`config.mk`:
```
export PLATFORM = sky130hd
export DESIGN_NAME = wb_commit_unit_flat
export DESIGN_NICKNAME = d
export VERILOG_FILES = /design/src/rtl/wb_commit_unit_if.sv /design/src/rtl/wb_commit_unit.sv /design/src/flat_wrapper.sv
export SDC_FILE = /design/constraint.sdc
export NUM_CORES = 2
export LEC_CHECK = 0
export ABC_AREA = 1
export CAP_MARGIN = 20
export CORE_MARGIN = 2
export CORE_UTILIZATION = 45
export CTS_CLUSTER_SIZE = 24
export DETAILED_ROUTE_END_ITERATION = 7
export GPL_TIMING_DRIVEN = 1
export HOLD_SLACK_MARGIN = 0.08
export SLEW_MARGIN = 20
export SYNTH_ARGS = -nofsm -noshare
export SYNTH_HDL_FRONTEND = slang
export SYNTH_SLANG_ARGS = --single-unit
```
`constraint.sdc`:
```
create_clock -name clk -period 6.77 [get_ports clk]
set_clock_uncertainty 0.2 [all_clocks]
set_input_delay 1.354 -clock clk [delete_from_list [all_inputs] [get_ports clk]]
set_output_delay 1.354 -clock clk [all_outputs]
set_load 0.05 [all_outputs]
```
`src/rtl/wb_commit_unit_if.sv`:
```
// MEM/WB write-back bundle plus the GPR/HI/LO/LLbit read-side signals of the commit unit.
// Master drives the write-back bundle and read requests; slave is the commit unit.
interface wb_commit_unit_if #(
    parameter int unsigned CNT_W = 32
);
    logic [4:0]       wb_wd;
    logic             wb_wreg;
    logic [31:0]      wb_wdata;
    logic [31:0]      wb_hi;
    logic [31:0]      wb_lo;
    logic             wb_whilo;
    logic             wb_LLbit_we;
    logic             wb_LLbit_value;
    logic             flush;
    logic             re1;
    logic [4:0]       raddr1;
    logic [31:0]      rdata1;
    logic             re2;
    logic [4:0]       raddr2;
    logic [31:0]      rdata2;
    logic [31:0]      hi_o;
    logic [31:0]      lo_o;
    logic             LLbit_o;
    logic [CNT_W-1:0] commit_cnt;

    modport master (
        output wb_wd, wb_wreg, wb_wdata, wb_hi, wb_lo, wb_whilo,
               wb_LLbit_we, wb_LLbit_value, flush, re1, raddr1, re2, raddr2,
        input  rdata1, rdata2, hi_o, lo_o, LLbit_o, commit_cnt
    );

    modport slave (
        input  wb_wd, wb_wreg, wb_wdata, wb_hi, wb_lo, wb_whilo,
               wb_LLbit_we, wb_LLbit_value, flush, re1, raddr1, re2, raddr2,
        output rdata1, rdata2, hi_o, lo_o, LLbit_o, commit_cnt
    );
endinterface

```
`src/rtl/wb_commit_unit.sv`:
```
// Write-back commit unit: GPR file, HI/LO, LLbit and a committed-write counter,
// with same-cycle write-through bypass on every read path.
module wb_commit_unit #(
    parameter int unsigned NUM_REGS = 32,
    parameter int unsigned CNT_W    = 32
) (
    input logic             clk,
    input logic             rst,
    wb_commit_unit_if.slave wb
);
    logic [31:0]      gpr_q [NUM_REGS];
    logic [31:0]      gpr_d [NUM_REGS];
    logic [31:0]      hi_q, hi_d;
    logic [31:0]      lo_q, lo_d;
    logic             llbit_q, llbit_d;
    logic [CNT_W-1:0] commit_cnt_q, commit_cnt_d;
    logic             gpr_we;

    // r0 is never written, so its storage stays at the reset value of zero.
    assign gpr_we = wb.wb_wreg && (wb.wb_wd != '0);

    always_comb begin
        gpr_d        = gpr_q;
        hi_d         = hi_q;
        lo_d         = lo_q;
        llbit_d      = llbit_q;
        commit_cnt_d = commit_cnt_q;
        if (gpr_we) begin
            gpr_d[wb.wb_wd] = wb.wb_wdata;
            commit_cnt_d    = commit_cnt_q + CNT_W'(1);
        end
        if (wb.wb_whilo) begin
            hi_d = wb.wb_hi;
            lo_d = wb.wb_lo;
        end
        if (wb.flush) begin
            llbit_d = 1'b0;
        end else if (wb.wb_LLbit_we) begin
            llbit_d = wb.wb_LLbit_value;
        end
    end

    always_ff @(posedge clk) begin
        if (rst) begin
            gpr_q        <= '{default: '0};
            hi_q         <= '0;
            lo_q         <= '0;
            llbit_q      <= 1'b0;
            commit_cnt_q <= '0;
        end else begin
            gpr_q        <= gpr_d;
            hi_q         <= hi_d;
            lo_q         <= lo_d;
            llbit_q      <= llbit_d;
            commit_cnt_q <= commit_cnt_d;
        end
    end

    always_comb begin
        wb.rdata1 = '0;
        if (!rst && wb.re1 && (wb.raddr1 != '0)) begin
            if (wb.wb_wreg && (wb.wb_wd == wb.raddr1)) begin
                wb.rdata1 = wb.wb_wdata;
            end else begin
                wb.rdata1 = gpr_q[wb.raddr1];
            end
        end
    end

    always_comb begin
        wb.rdata2 = '0;
        if (!rst && wb.re2 && (wb.raddr2 != '0)) begin
            if (wb.wb_wreg && (wb.wb_wd == wb.raddr2)) begin
                wb.rdata2 = wb.wb_wdata;
            end else begin
                wb.rdata2 = gpr_q[wb.raddr2];
            end
        end
    end

    always_comb begin
        wb.hi_o    = '0;
        wb.lo_o    = '0;
        wb.LLbit_o = 1'b0;
        if (!rst) begin
            wb.hi_o = wb.wb_whilo ? wb.wb_hi : hi_q;
            wb.lo_o = wb.wb_whilo ? wb.wb_lo : lo_q;
            if (wb.flush) begin
                wb.LLbit_o = 1'b0;
            end else if (wb.wb_LLbit_we) begin
                wb.LLbit_o = wb.wb_LLbit_value;
            end else begin
                wb.LLbit_o = llbit_q;
            end
        end
    end

    assign wb.commit_cnt = commit_cnt_q;
endmodule

```
`src/flat_wrapper.sv`:
```
// flat-port wrapper written by rule: the top's interface ports become plain ports
module wb_commit_unit_flat 
#(
    parameter int unsigned NUM_REGS = 32,
    parameter int unsigned CNT_W    = 32
)
  (clk, rst, wb_wb_wd, wb_wb_wreg, wb_wb_wdata, wb_wb_hi, wb_wb_lo, wb_wb_whilo, wb_wb_LLbit_we, wb_wb_LLbit_value, wb_flush, wb_re1, wb_raddr1, wb_re2, wb_raddr2, wb_rdata1, wb_rdata2, wb_hi_o, wb_lo_o, wb_LLbit_o, wb_commit_cnt);
  wb_commit_unit_if #(.CNT_W(CNT_W)) wb_i ();
  input logic clk;
  input logic rst;
  input wire logic [$bits(wb_i.wb_wd)-1:0] wb_wb_wd;
  input wire logic [$bits(wb_i.wb_wreg)-1:0] wb_wb_wreg;
  input wire logic [$bits(wb_i.wb_wdata)-1:0] wb_wb_wdata;
  input wire logic [$bits(wb_i.wb_hi)-1:0] wb_wb_hi;
  input wire logic [$bits(wb_i.wb_lo)-1:0] wb_wb_lo;
  input wire logic [$bits(wb_i.wb_whilo)-1:0] wb_wb_whilo;
  input wire logic [$bits(wb_i.wb_LLbit_we)-1:0] wb_wb_LLbit_we;
  input wire logic [$bits(wb_i.wb_LLbit_value)-1:0] wb_wb_LLbit_value;
  input wire logic [$bits(wb_i.flush)-1:0] wb_flush;
  input wire logic [$bits(wb_i.re1)-1:0] wb_re1;
  input wire logic [$bits(wb_i.raddr1)-1:0] wb_raddr1;
  input wire logic [$bits(wb_i.re2)-1:0] wb_re2;
  input wire logic [$bits(wb_i.raddr2)-1:0] wb_raddr2;
  output wire logic [$bits(wb_i.rdata1)-1:0] wb_rdata1;
  output wire logic [$bits(wb_i.rdata2)-1:0] wb_rdata2;
  output wire logic [$bits(wb_i.hi_o)-1:0] wb_hi_o;
  output wire logic [$bits(wb_i.lo_o)-1:0] wb_lo_o;
  output wire logic [$bits(wb_i.LLbit_o)-1:0] wb_LLbit_o;
  output wire logic [$bits(wb_i.commit_cnt)-1:0] wb_commit_cnt;
  assign wb_i.wb_wd = wb_wb_wd;
  assign wb_i.wb_wreg = wb_wb_wreg;
  assign wb_i.wb_wdata = wb_wb_wdata;
  assign wb_i.wb_hi = wb_wb_hi;
  assign wb_i.wb_lo = wb_wb_lo;
  assign wb_i.wb_whilo = wb_wb_whilo;
  assign wb_i.wb_LLbit_we = wb_wb_LLbit_we;
  assign wb_i.wb_LLbit_value = wb_wb_LLbit_value;
  assign wb_i.flush = wb_flush;
  assign wb_i.re1 = wb_re1;
  assign wb_i.raddr1 = wb_raddr1;
  assign wb_i.re2 = wb_re2;
  assign wb_i.raddr2 = wb_raddr2;
  assign wb_rdata1 = wb_i.rdata1;
  assign wb_rdata2 = wb_i.rdata2;
  assign wb_hi_o = wb_i.hi_o;
  assign wb_lo_o = wb_i.lo_o;
  assign wb_LLbit_o = wb_i.LLbit_o;
  assign wb_commit_cnt = wb_i.commit_cnt;
  wb_commit_unit #(.NUM_REGS(NUM_REGS), .CNT_W(CNT_W)) u_core (.clk(clk), .rst(rst), .wb(wb_i));
endmodule
```
==> flow_metrics.tcl <==
set metrics [dict create \
    outcome "finished with violations" \
    violations "design-rule violations" \
    cts_setup_buffers 0 \
    grt_overflow_total 0 \
    tightest_slew_ps 1210 \
    synth_edf_count 0 \
    design_area_um2 68400 \
    nFillCells 13282 \
    fin_crit_ps 6050 \
    clock_latency_ps 770 \
    yosysUniqueCellTypes 34 \
    numCtsBuffers 136 \
    required_ps 5220 \
    hold_violations 0 \
    cts_sinks 1121 \
    critPathArrivalTime_ps 4500 \
    core_um2 132000 \
    cts_tree "done" \
    pin_count 281 \
    setup_violations 0 \
    synth_warnings 0 \
    synthesis.nets 9752 \
    first_global_vias 59664 \
    start_util_pct 45.4 \
    via_per_inst 5.95 \
    path_clk_slew_ps 50 \
    cts_resized 0 \
    synth-simple-area-share_pct 31.0 \
    holdWs_ps 238 \
    synth-adder-area-share_pct 0.0209 \
    port_buffers 280 \
    maxCapViolations 0 \
    nets 9508 \
    rsz0062_at_grt "no" \
    muxShareOfSynthArea_pct 0.0167 \
    grtUsageTotal_pct 39.1 \
    critPathKind "primary input to primary output" \
    drtAntennaViolNets 0 \
    synth_async_sr_flop_share_pct 0 \
    cts_hold_buf 0 \
    finalSetupTns_ps 0 \
    clockRootBuffer "clkbuf_16" \
    placed_area_um2 64000 \
    antenna_found_initial 28 \
    die_h_um 369 \
    first_iter_violations 9820 \
    ys_seq_elements 1121 \
    dp_hpwl_mm 161 \
    vias 67023 \
    setup.worst_path.end_class "primary output" \
    min_period_over_period_pct 89.4 \
    vdd_drop_max_mv 0.263 \
    start_kind "primary input" \
    fp.dieArea_um2 136000 \
    synth_top_family_by_area "simple AND/OR/NAND/NOR gates" \
    cts_max_path_buffers 3 \
    grt_pass1_wl_mm 400 \
    slew_violations 0 \
    drt-pass1-iter-count 8 \
    max_freq_mhz 165 \
    ys.flop_type "dfxtp_1" \
    hold_path.class "flip-flop to flip-flop" \
    synth-xor-area-share_pct 0.0878 \
    synth_area_um2 59800 \
    drc 1 \
    place_congestion 0.954 \
    slew_headroom_pct 19.1 \
    drive_above_1_share_pct 6.50 \
    wl_per_cell_um 24.5 \
    rows 133 \
    h-tree-depth 4 \
    syn_inst 9631 \
    crit_fanout 158 \
    area_delta_synth_final_pct 14.3 \
    chipWidth_um 369 \
    grt_max_degree 231 \
    power_leakage_uw 0.0272 \
    synth.avg_cell_area_um2 6.21 \
    seq_area_frac_synth_pct 37.5 \
    powerDensity_nw_per_um2 242 \
    layout.cells.non_filler 11257 \
    wl_mm 276 \
    placedCellCount 11004 \
    synth_compound_area_share_pct 21.6 \
]
## layout by cell type, fill, tap and decap left out, drive strengths merged, types with 14 or more instances in the layout
| cell | synthesis | layout |
|---|---|---|
| nand2 | 1991 | 1991 |
| nor2 | 1441 | 1441 |
| o21ai | 1291 | 1291 |
| dfxtp | 1121 | 1121 |
| nand3 | 989 | 989 |
| a21oi | 944 | 944 |
| inv | 647 | 656 |
| buf | 202 | 275 |
| o211ai | 220 | 220 |
| clkbuf | 659 | 209 |
| clkdlybuf4s50 | 0 | 203 |
| or2 | 63 | 63 |
| clkinv | 5 | 24 |
| nor3 | 22 | 22 |
| diode | 0 | 14 |
## layout make-up
class,instances,area [µm²],share of cell area (%)
clock buffer,208,4070,5.95
sequential,1121,22400,32.8
multi-input combinational,6997,31600,46.2
inverter,652,2480,3.62
antenna,14,35.0,0.0512
timing repair buffer,479,5320,7.77
tap,1755,2200,3.21
clock inverter,31,279,0.408
## report_power, final
part           leakage, µW  switching (µW)  internal, µW  total, µW
combinational       0.0160            1810           689       2500
sequential         0.00906            46.4          6700       6750
clock              0.00215            3050          4250       7300
## final timing paths
check / from / end / slack, ps / depth (start not counted)
hold / removal: u_core.gpr_q[1001] / u_core.gpr_q[1001] / 240 / 2
setup / recovery: wb_raddr1[0] / wb_rdata1[1] / 720 / 8
setup reg to reg: u_core.wb.commit_cnt[0] / u_core.wb.commit_cnt[18] / 4550 / 10
hold reg to reg: u_core.gpr_q[1001] / u_core.gpr_q[1001] / 240 / 2
## critical path: stages
cell and delay, ps:
buf_8 290, buf_12 450, o22ai_1 130, nor2_1 240
nand3_2 330, buf_4 410, a21oi_1 770, buf_12 220
## cells by family (layout without fill, tap and decap cells)
logic type	count (synthesis)	in the layout
buf+inv	1513	1370
compound gates	2465	2465
xor+xnor	6	6
flops	1121	1121
fa+ha+maj	1	1
simple gates	4524	4524
mux	1	1
other cells	0	14
## cells in the mapped netlist (7+ instances only)
cell      instances  area, µm²
nor3_1           15       75.1
o22ai_1           7       43.8
inv_1           617       2320
nor2_1         1432       5380
a21oi_1         944       4720
inv_2            30        113
o211ai_1        220       1650
buf_1            76        285
o21ai_1          27        135
nand2_1        1985       7450
buf_2           119        596
or2_2            63        394
clkbuf_1        657       2470
nor2_2            9       56.3
nand4_1          11       68.8
nand3_1         989       4950
o21ai_0        1264       6330
dfxtp_1        1121      22400
## per-stage QoR
stage / total power, µW / worst slack, ps / utilization, %
3_5_place_dp: 9280 / 962 / 48.6
4_1_cts: 16500 / 957 / 51.9
6_report: 16500 / 717 / 51.9
2_1_floorplan: 8290 / 1960 / -
5_1_grt: 17000 / 642 / 51.9
3_3_place_gp: 9270 / 970 / 48.6
## registers in the layout (all words and copies together) (netlist names)
signal                flops
u_core.gpr_q           1024
u_core.hi_q              32
u_core.lo_q              32
u_core.wb.commit_cnt     32
u_core.llbit_q            1
## metal layers
metal	vias to the layer above	track usage (%)	wire, µm
met5	-	0	177
met2	4367	55.6	111000
met1	30822	52.2	110000
met4	22	20.2	15600
met3	870	13.2	39300
li1	30942	-	-
(Power assumes the default switching activity.)
